[config.mk]
export PLATFORM = sky130hd
export DESIGN_NAME = div_ctrl
export DESIGN_NICKNAME = d
export VERILOG_FILES = /design/src/rtl/div_ctrl_pkg.sv /design/src/rtl/div_ctrl.sv
export SDC_FILE = /design/constraint.sdc
export NUM_CORES = 1
export LEC_CHECK = 0
export CAP_MARGIN = 10
export CORE_MARGIN = 10
export CORE_UTILIZATION = 40
export DETAILED_ROUTE_END_ITERATION = 8
export HOLD_SLACK_MARGIN = 0.15
export PLACE_DENSITY_LB_ADDON = 0.2
export SYNTH_ARGS = -nofsm -noshare
export SYNTH_HDL_FRONTEND = slang
export SYNTH_SLANG_ARGS = --single-unit
[constraint.sdc]
create_clock -name clk -period 1.76 [get_ports clk]
set_input_delay 0.352 -clock clk [delete_from_list [all_inputs] [get_ports clk]]
set_output_delay 0.352 -clock clk [all_outputs]
set_load 0.02 [all_outputs]
[src/rtl/div_ctrl_pkg.sv]
// Shared defines for the M-extension divide controller: datapath width and
// the funct3 codes of the four divide/remainder instructions.
package div_ctrl_pkg;

    localparam int CPU_WIDTH = 32;

    localparam logic [2:0] OP_DIV  = 3'b100;
    localparam logic [2:0] OP_DIVU = 3'b101;
    localparam logic [2:0] OP_REM  = 3'b110;
    localparam logic [2:0] OP_REMU = 3'b111;

    function automatic logic is_div_op(input logic [2:0] op);
        return (op == OP_DIV) || (op == OP_DIVU) || (op == OP_REM) || (op == OP_REMU);
    endfunction

endpackage

[src/rtl/div_ctrl.sv]
// Sequences one divide at a time through an external iterative divider:
// latches the command, stalls EX, writes the result back, handles flush and hangs.
module div_ctrl
    import div_ctrl_pkg::*;
#(
    parameter int TIMEOUT_CYC = 48
) (
    input  logic                 clk,
    input  logic                 rst,
    input  logic                 req_i,
    input  logic [2:0]           op_i,
    input  logic [CPU_WIDTH-1:0] dividend_i,
    input  logic [CPU_WIDTH-1:0] divisor_i,
    input  logic [4:0]           rd_i,
    input  logic                 flush_i,
    output logic                 hold_o,
    output logic                 reg_we_o,
    output logic [4:0]           reg_waddr_o,
    output logic [CPU_WIDTH-1:0] reg_wdata_o,
    output logic                 div_start_o,
    output logic [2:0]           div_op_o,
    output logic [CPU_WIDTH-1:0] div_dividend_o,
    output logic [CPU_WIDTH-1:0] div_divisor_o,
    input  logic                 div_ready_i,
    input  logic                 div_busy_i,
    input  logic [CPU_WIDTH-1:0] div_result_i,
    output logic                 timeout_o
);

    typedef enum logic [1:0] {
        S_IDLE  = 2'd0,
        S_RUN   = 2'd1,
        S_DRAIN = 2'd2
    } state_e;

    localparam int               CNT_W = $clog2(TIMEOUT_CYC + 1);
    localparam logic [CNT_W-1:0] TMO   = CNT_W'(TIMEOUT_CYC);

    state_e                 state_q, state_d;
    logic [CNT_W-1:0]       cnt_q, cnt_d, cnt_inc;
    logic [2:0]             op_q, op_d;
    logic [CPU_WIDTH-1:0]   dividend_q, dividend_d;
    logic [CPU_WIDTH-1:0]   divisor_q, divisor_d;
    logic [4:0]             rd_q, rd_d;
    logic                   we_q, we_d;
    logic [4:0]             waddr_q, waddr_d;
    logic [CPU_WIDTH-1:0]   wdata_q, wdata_d;
    logic                   timeout_q, timeout_d;
    logic                   accept;

    assign accept  = (state_q == S_IDLE) && req_i && is_div_op(op_i) && !flush_i;
    // Saturate at the threshold so the counter never wraps back under it.
    assign cnt_inc = (cnt_q == TMO) ? cnt_q : cnt_q + CNT_W'(1);

    always_comb begin
        state_d    = state_q;
        cnt_d      = cnt_q;
        op_d       = op_q;
        dividend_d = dividend_q;
        divisor_d  = divisor_q;
        rd_d       = rd_q;
        we_d       = 1'b0;
        waddr_d    = waddr_q;
        wdata_d    = wdata_q;
        timeout_d  = timeout_q;
        case (state_q)
            S_IDLE: begin
                if (accept) begin
                    op_d       = op_i;
                    dividend_d = dividend_i;
                    divisor_d  = divisor_i;
                    rd_d       = rd_i;
                    cnt_d      = '0;
                    state_d    = S_RUN;
                end
            end
            S_RUN: begin
                cnt_d = cnt_inc;
                // Flush outranks a result arriving in the same cycle.
                if (flush_i) begin
                    state_d = S_DRAIN;
                end else if (div_ready_i) begin
                    we_d    = 1'b1;
                    waddr_d = rd_q;
                    wdata_d = div_result_i;
                    state_d = S_IDLE;
                end else if (cnt_inc >= TMO) begin
                    timeout_d = 1'b1;
                    state_d   = S_DRAIN;
                end
            end
            S_DRAIN: begin
                if (!div_busy_i) state_d = S_IDLE;
            end
            default: state_d = S_IDLE;
        endcase
    end

    always_ff @(posedge clk) begin
        if (rst) begin
            state_q    <= S_IDLE;
            cnt_q      <= '0;
            op_q       <= '0;
            dividend_q <= '0;
            divisor_q  <= '0;
            rd_q       <= '0;
            we_q       <= 1'b0;
            waddr_q    <= '0;
            wdata_q    <= '0;
            timeout_q  <= 1'b0;
        end else begin
            state_q    <= state_d;
            cnt_q      <= cnt_d;
            op_q       <= op_d;
            dividend_q <= dividend_d;
            divisor_q  <= divisor_d;
            rd_q       <= rd_d;
            we_q       <= we_d;
            waddr_q    <= waddr_d;
            wdata_q    <= wdata_d;
            timeout_q  <= timeout_d;
        end
    end

    // Start drops combinationally with ready so the divider cannot relaunch.
    assign div_start_o    = (state_q == S_RUN) && !div_ready_i && !flush_i;
    assign hold_o         = accept || (state_q == S_RUN) || ((state_q == S_DRAIN) && req_i);
    assign div_op_o       = op_q;
    assign div_dividend_o = dividend_q;
    assign div_divisor_o  = divisor_q;
    assign reg_we_o       = we_q;
    assign reg_waddr_o    = waddr_q;
    assign reg_wdata_o    = wdata_q;
    assign timeout_o      = timeout_q;

endmodule

Word level (Yosys, flattened, before mapping)
Cells that the tools add are included.
- add/sub/neg operators: 1
- $lt $le $gt $ge: 1
- equality and inequality tests: 10
- mux-type cells: 10
- bitwise logic cells: 3
- reduce and logical (&&, ||, !) cells: 21
- operator list (cell ; number):
    $eq 3x3->1 const B ; 4
    $mux 6 ; 2
    $pmux 6 s2 ; 1
    $mux 2 ; 5
    $add 6x1->6 const B ; 1
    $eq 6x6->1 const B ; 1
    $ge 6x6->1 const B ; 1
    $logic_and 1x1->1 ; 6
    $pmux 2 s3 ; 1
    $reduce_and 3->1 ; 2
    $logic_or 1x1->1 ; 5
    $ne 2x2->1 const B ; 2
    $ne 4x4->1 const B ; 1
    $reduce_and 2->1 ; 2
    $reduce_and 4->1 ; 1
    $not 1->1 ; 3
    $reduce_or 3->1 ; 1
    $eq 2x1->1 const B ; 1
    $eq 2x2->1 const B ; 1
    $logic_not 1->1 ; 2
    $logic_not 2->1 ; 1
    $reduce_bool 2->1 ; 1
    $mux 1 ; 1
- register bits after elaboration: 119
- input port bits: 110
- output and inout port bits: 108
- word-level logic and storage cells: 56

Depth between registers and ports, before layout
- word-level depth: 8
- depth in mapped cells: 6
- depth with buffers taken out: 5

Worst setup path after synthesis
No wires, ideal clock.
- kind: input port to output port
- start point: input op_i[2]
- end point: output hold_o
- arrival time: 1.067 ns
- data required time: 1.408 ns
- slack: 0.341 ns
- stages: 3
- buffers on the path: 0
- cell sequence: nor2b_1 o21ai_0 o21ai_0
- cells in the longest elaborated chain, start to end: 8
- elaborated cells on any way between the ends: 11
- classes of those cells: 4 x eq/ne; 7 x reduce/logical
- ends and longest elaborated chain (what ; RTL line ; source):
    start: declaration ; div_ctrl.sv:11 ; input logic [2:0] op_i,
    $eq 3x3->1 ; div_ctrl_pkg.sv:13 ; return (op == OP_DIV) || (op == OP_DIVU) || (op == OP_REM) || (op == OP_REMU);
    $logic_or 1x1->1 (2 in series) ; div_ctrl_pkg.sv:13 ;
    $logic_or 1x1->1 * ; div_ctrl_pkg.sv:13 ;
    $logic_and 1x1->1 * (2 in series) ; div_ctrl.sv:51 ; assign accept = (state_q == S_IDLE) && req_i && is_div_op(op_i) && !flush_i;
    $logic_or 1x1->1 * (2 in series) ; div_ctrl.sv:127 ; assign hold_o = accept || (state_q == S_RUN) || ((state_q == S_DRAIN) && req_i);
    end: declaration ; div_ctrl.sv:16 ; output logic hold_o,
Mark *: on every way between the ends. The rest lies on a longest branch, timed or not.

Worst setup path after layout
Same ends and word-level chain as after synthesis.

==> reports/results.txt <==
The post-detailed-routing wire length is 14100 µm, and the number of max-cap violations is 0. On the critical path, the stage with the largest delay is an instance of sky130_fd_sc_hd__clkdlybuf4s50_1. The area overhead of the layout relative to synthesis was 64.6%. The ratio of final minimum period to clock period is 98.9%, and the pin slew with the least headroom to its limit is 444 ps.

The maximum clock insertion buffer count is 2, and the initial cell density of the core is 41.5%. The path class of the lowest-slack min-delay path is in -> reg. STA classifies the critical path startpoint as an input port. For this run, the leading register cell type out of synthesis is sky130_fd_sc_hd__dfxtp_1. The tools report the top-level port count as 218. The count of input and output buffers is 217.

The clock network is responsible for 49.4% of the overall power. The count of hold buffers inserted by post-cts repair came out at 0. The detail route stage leaves a number of antenna-violating nets equal to 0. Hold is met by 239 ps. In this run the power density over the cells is 949 mW/mm². The first-pass iteration count of the detailed router is 4, and the cell area after placement is 0.00668 mm². The run finished with clean final reports. The most repeated cell in the gate-level netlist after synthesis was sky130_fd_sc_hd__nand2_1. The run gives 4 as the H-tree depth. Measured along the x axis, the die boundary spans 124 µm. Entering global routing, the biggest net connects 56 pins. The run gives 5.30 mW as the internal power. The number of antenna diodes in the final layout is 0.

The logs give 68.2% for the post-route core utilization and 1410 ps for the required time at the worst-slack endpoint. The logs give 0 for the total count of max-transition violations in the final report and 0 for the remaining global-route overflow. During synthesis, Yosys emitted a total of 0 warnings. The tools report the total clock buffers created by CTS as 17. In this run, the combinational gates consume 9.5% of the power.

In the post-synthesis netlist, the biggest area contributors are sky130_fd_sc_hd__dfxtp_1 55%, sky130_fd_sc_hd__nand2_1 19%, sky130_fd_sc_hd__a21oi_1 13%, sky130_fd_sc_hd__buf_2 1.5%, sky130_fd_sc_hd__clkbuf_1 1.4%. Ranked by instance count, the synthesized netlist is headed by 224 x sky130_fd_sc_hd__nand2_1, 119 x sky130_fd_sc_hd__dfxtp_1, 112 x sky130_fd_sc_hd__a21oi_1, 16 x sky130_fd_sc_hd__clkbuf_1, 13 x sky130_fd_sc_hd__buf_2. The final number of setup-violating endpoints came out at 0. Derived from the worst setup path, the maximum achievable clock frequency is 0.574 GHz. Headroom to the max-slew limit came out at 70.4%. The vias per cell was 4.85. Summed over all cells, the static leakage comes to 3.02 nW. For this run, the post-layout net count is 872. TritonCTS built the clock tree. The via count of the first global-routing pass is 4200, and the distinct cell type count after synthesis is 37. The layout cell share with drive strength beyond 1 was 7.14%; the number of hold-slack violations in the final timing report was 0. Broken down by cell family, the worst path's largest delay share belongs to buffers and inverters.

The tools report the clock root buffer as sky130_fd_sc_hd__clkbuf_8. For this run, the slowest stage of the critical path takes 440 ps. The total nets after synthesis came out at 659. The run gives 10400 µm as the post-detailed-placement half-perimeter wirelength. The initial antenna violation count was 0. The detailed router finished its first iteration with 318 violations. For the number of vias after detailed routing, the log shows 4393.

The total area inside the core boundary comes to 0.0105 mm². Clock latency at the later pin of the worst-skew pair: 500 ps. Sequential cells burn 41.2% of the power. The clock net in this run drives a total of 119 sinks. The biggest fanout along the worst timing path was 2.

The finished cells cover 0.00714 mm². After floorplanning, the core was divided into 37 placement rows. The setup path with the least slack is of type in -> out. After detailed routing, the average wire length per cell comes to 15.6 µm. Clock-pin slew was measured on the worst setup and hold paths at 50 ps. The cell area that synthesis handed to floorplanning was 0.00434 mm².

After the flow finishes, the layout carries non-filler instances totaling 906. The switching part of the total was 21.8%; the residual DRC count was 0. The area fraction of the dominant cell type after synthesis is 54.9%, and the routability-driven placement congestion ratio is 0.834. STA classifies the critical path endpoint as an output port.

The part of the Yosys area used for sequential elements was 54.9%. The critical path goes through clkdlybuf4s50_1 > nor2b_2 > o21ai_0 > o21ai_1 > buf_4. The die outline area was 0.0154 mm²; the final clock skew was 8.46 ps. Yosys mapped a number of flops with a built-in enable equal to 0. The worst path arrival time was 1390 ps.

The number of placed instances, taps included, is 876. Together, buffers and inverters on the worst path number 2. Across every metal layer, demand over resource in global routing totals 17.5%. After synthesis, the share of flip-flops with an asynchronous set or reset is 0%.

Maximum vdd ir drop: 0.565 mV. The vertical extent of the die was 124 µm. The analysis attributes to net switching a power of 1.47 mW. After synthesis, the mean cell area works out to 7.93 µm². The worst path in the final design needs a cycle of 1740 ps, including I/O delays and setup. Synthesis produced a netlist whose cell count is 547. Of all cell types, the one taking the most synthesized area is sky130_fd_sc_hd__dfxtp_1. The first global-routing pass estimated 21400 µm of wire. After synthesis the netlist holds a flip-flop and latch count of 119. The design draws 6.78 mW.
==> kinds of logic (layout without fill, tap and decap cells) <==
family	after synthesis	after routing	share of synthesized area, %
flops	119	119	54.9
buf+inv	43	266	5.05
simple gates	253	253	23.3
compound gates	130	130	16.1
fa+ha+maj	2	2	0.577
==> cells in the final DEF, fill, tap and decap left out, types with 2 or more instances in the layout <==
cell,netlist,routed
sky130_fd_sc_hd__nand2_1,224,224
sky130_fd_sc_hd__dfxtp_1,119,117
sky130_fd_sc_hd__a21oi_1,112,112
sky130_fd_sc_hd__clkdlybuf4s50_1,0,108
sky130_fd_sc_hd__dlygate4sd2_1,0,106
sky130_fd_sc_hd__clkbuf_16,0,16
sky130_fd_sc_hd__nor2_1,11,11
sky130_fd_sc_hd__buf_4,5,11
sky130_fd_sc_hd__buf_12,0,7
sky130_fd_sc_hd__nand3_1,7,6
sky130_fd_sc_hd__inv_1,4,4
sky130_fd_sc_hd__clkbuf_8,0,3
sky130_fd_sc_hd__clkinvlp_4,0,3
sky130_fd_sc_hd__bufinv_16,0,3
sky130_fd_sc_hd__clkinv_2,0,3
sky130_fd_sc_hd__o21ai_0,3,2
sky130_fd_sc_hd__a311oi_1,2,2
sky130_fd_sc_hd__o32ai_1,2,2
sky130_fd_sc_hd__a31oi_1,2,2
sky130_fd_sc_hd__ha_1,2,2
==> sequential cells by signal (all words and copies together), names as in the netlist <==
signal and cells:
div_dividend_o 32, div_divisor_o 32, reg_wdata_o 32, cnt_q 6, rd_q 5, reg_waddr_o 5
div_op_o 3, state_q 2, reg_we_o 1, timeout_o 1
==> final timing paths <==
kind | startpoint | to | slack (ps) | cells past startpoint
max | op_i[2] | hold_o | 20 | 5
min | rst | div_dividend_o[1] | 240 | 2
max reg2reg | cnt_q[1] | state_q[1] | 130 | 5
min reg2reg | div_divisor_o[16] | div_divisor_o[16] | 450 | 2
==> final cells by class <==
type	count	area (µm²)
Clock inverter	9	128
Sequential cell	119	2390
Tap cell	136	170
Clock buffer	20	445
Inverter	5	18.8
Timing Repair Buffer	232	2230
Fill cell	854	3320
Multi-Input combinational cell	385	1760
==> timing repair <==
item,4_1_cts,5_1_grt
pin swaps,0,1
resized for setup,121,4
buffers inserted,0,1
setup endpoints to repair,108,2
endpoints found under the hold margin,0,0
==> power by group through the flow <==
stage,combinational [mW],clock (mW),sequential (mW)
floorplan,0.174,0,2.92
global route,0.690,3.55,2.80
global placement,0.671,0,2.85
finish,0.641,3.34,2.79
CTS,0.643,3.42,2.79
detailed placement,0.678,0,2.85
==> metal layers <==
metal | vias to the layer above | GRT usage (%) | routed length, µm
li1 | 2224 | - | -
met1 | 1992 | 19.9 | 5680
met2 | 170 | 27.8 | 6780
met3 | 7 | 9.68 | 1580
met4 | 0 | 4.82 | 102
met5 | - | 0 | 0
==> metrics by stage <==
stage | worst slack, ps | TNS (ps)
finish | 18.8 | 0
global route | -0.926 | -0.926
CTS | -9.18 | -9.18
detailed placement | -536 | -7480
global placement | -515 | -6080
floorplan | 341 | 0
==> worst reg2reg max path, stage by stage, from the launching register on <==
cell and delay, ps:
sky130_fd_sc_hd__dfxtp_1 420, sky130_fd_sc_hd__ha_1 320, sky130_fd_sc_hd__and3b_1 200, sky130_fd_sc_hd__a41oi_1 50, sky130_fd_sc_hd__o21a_1 240, sky130_fd_sc_hd__o41ai_1 290
Power figures use the tool's default switching activity.
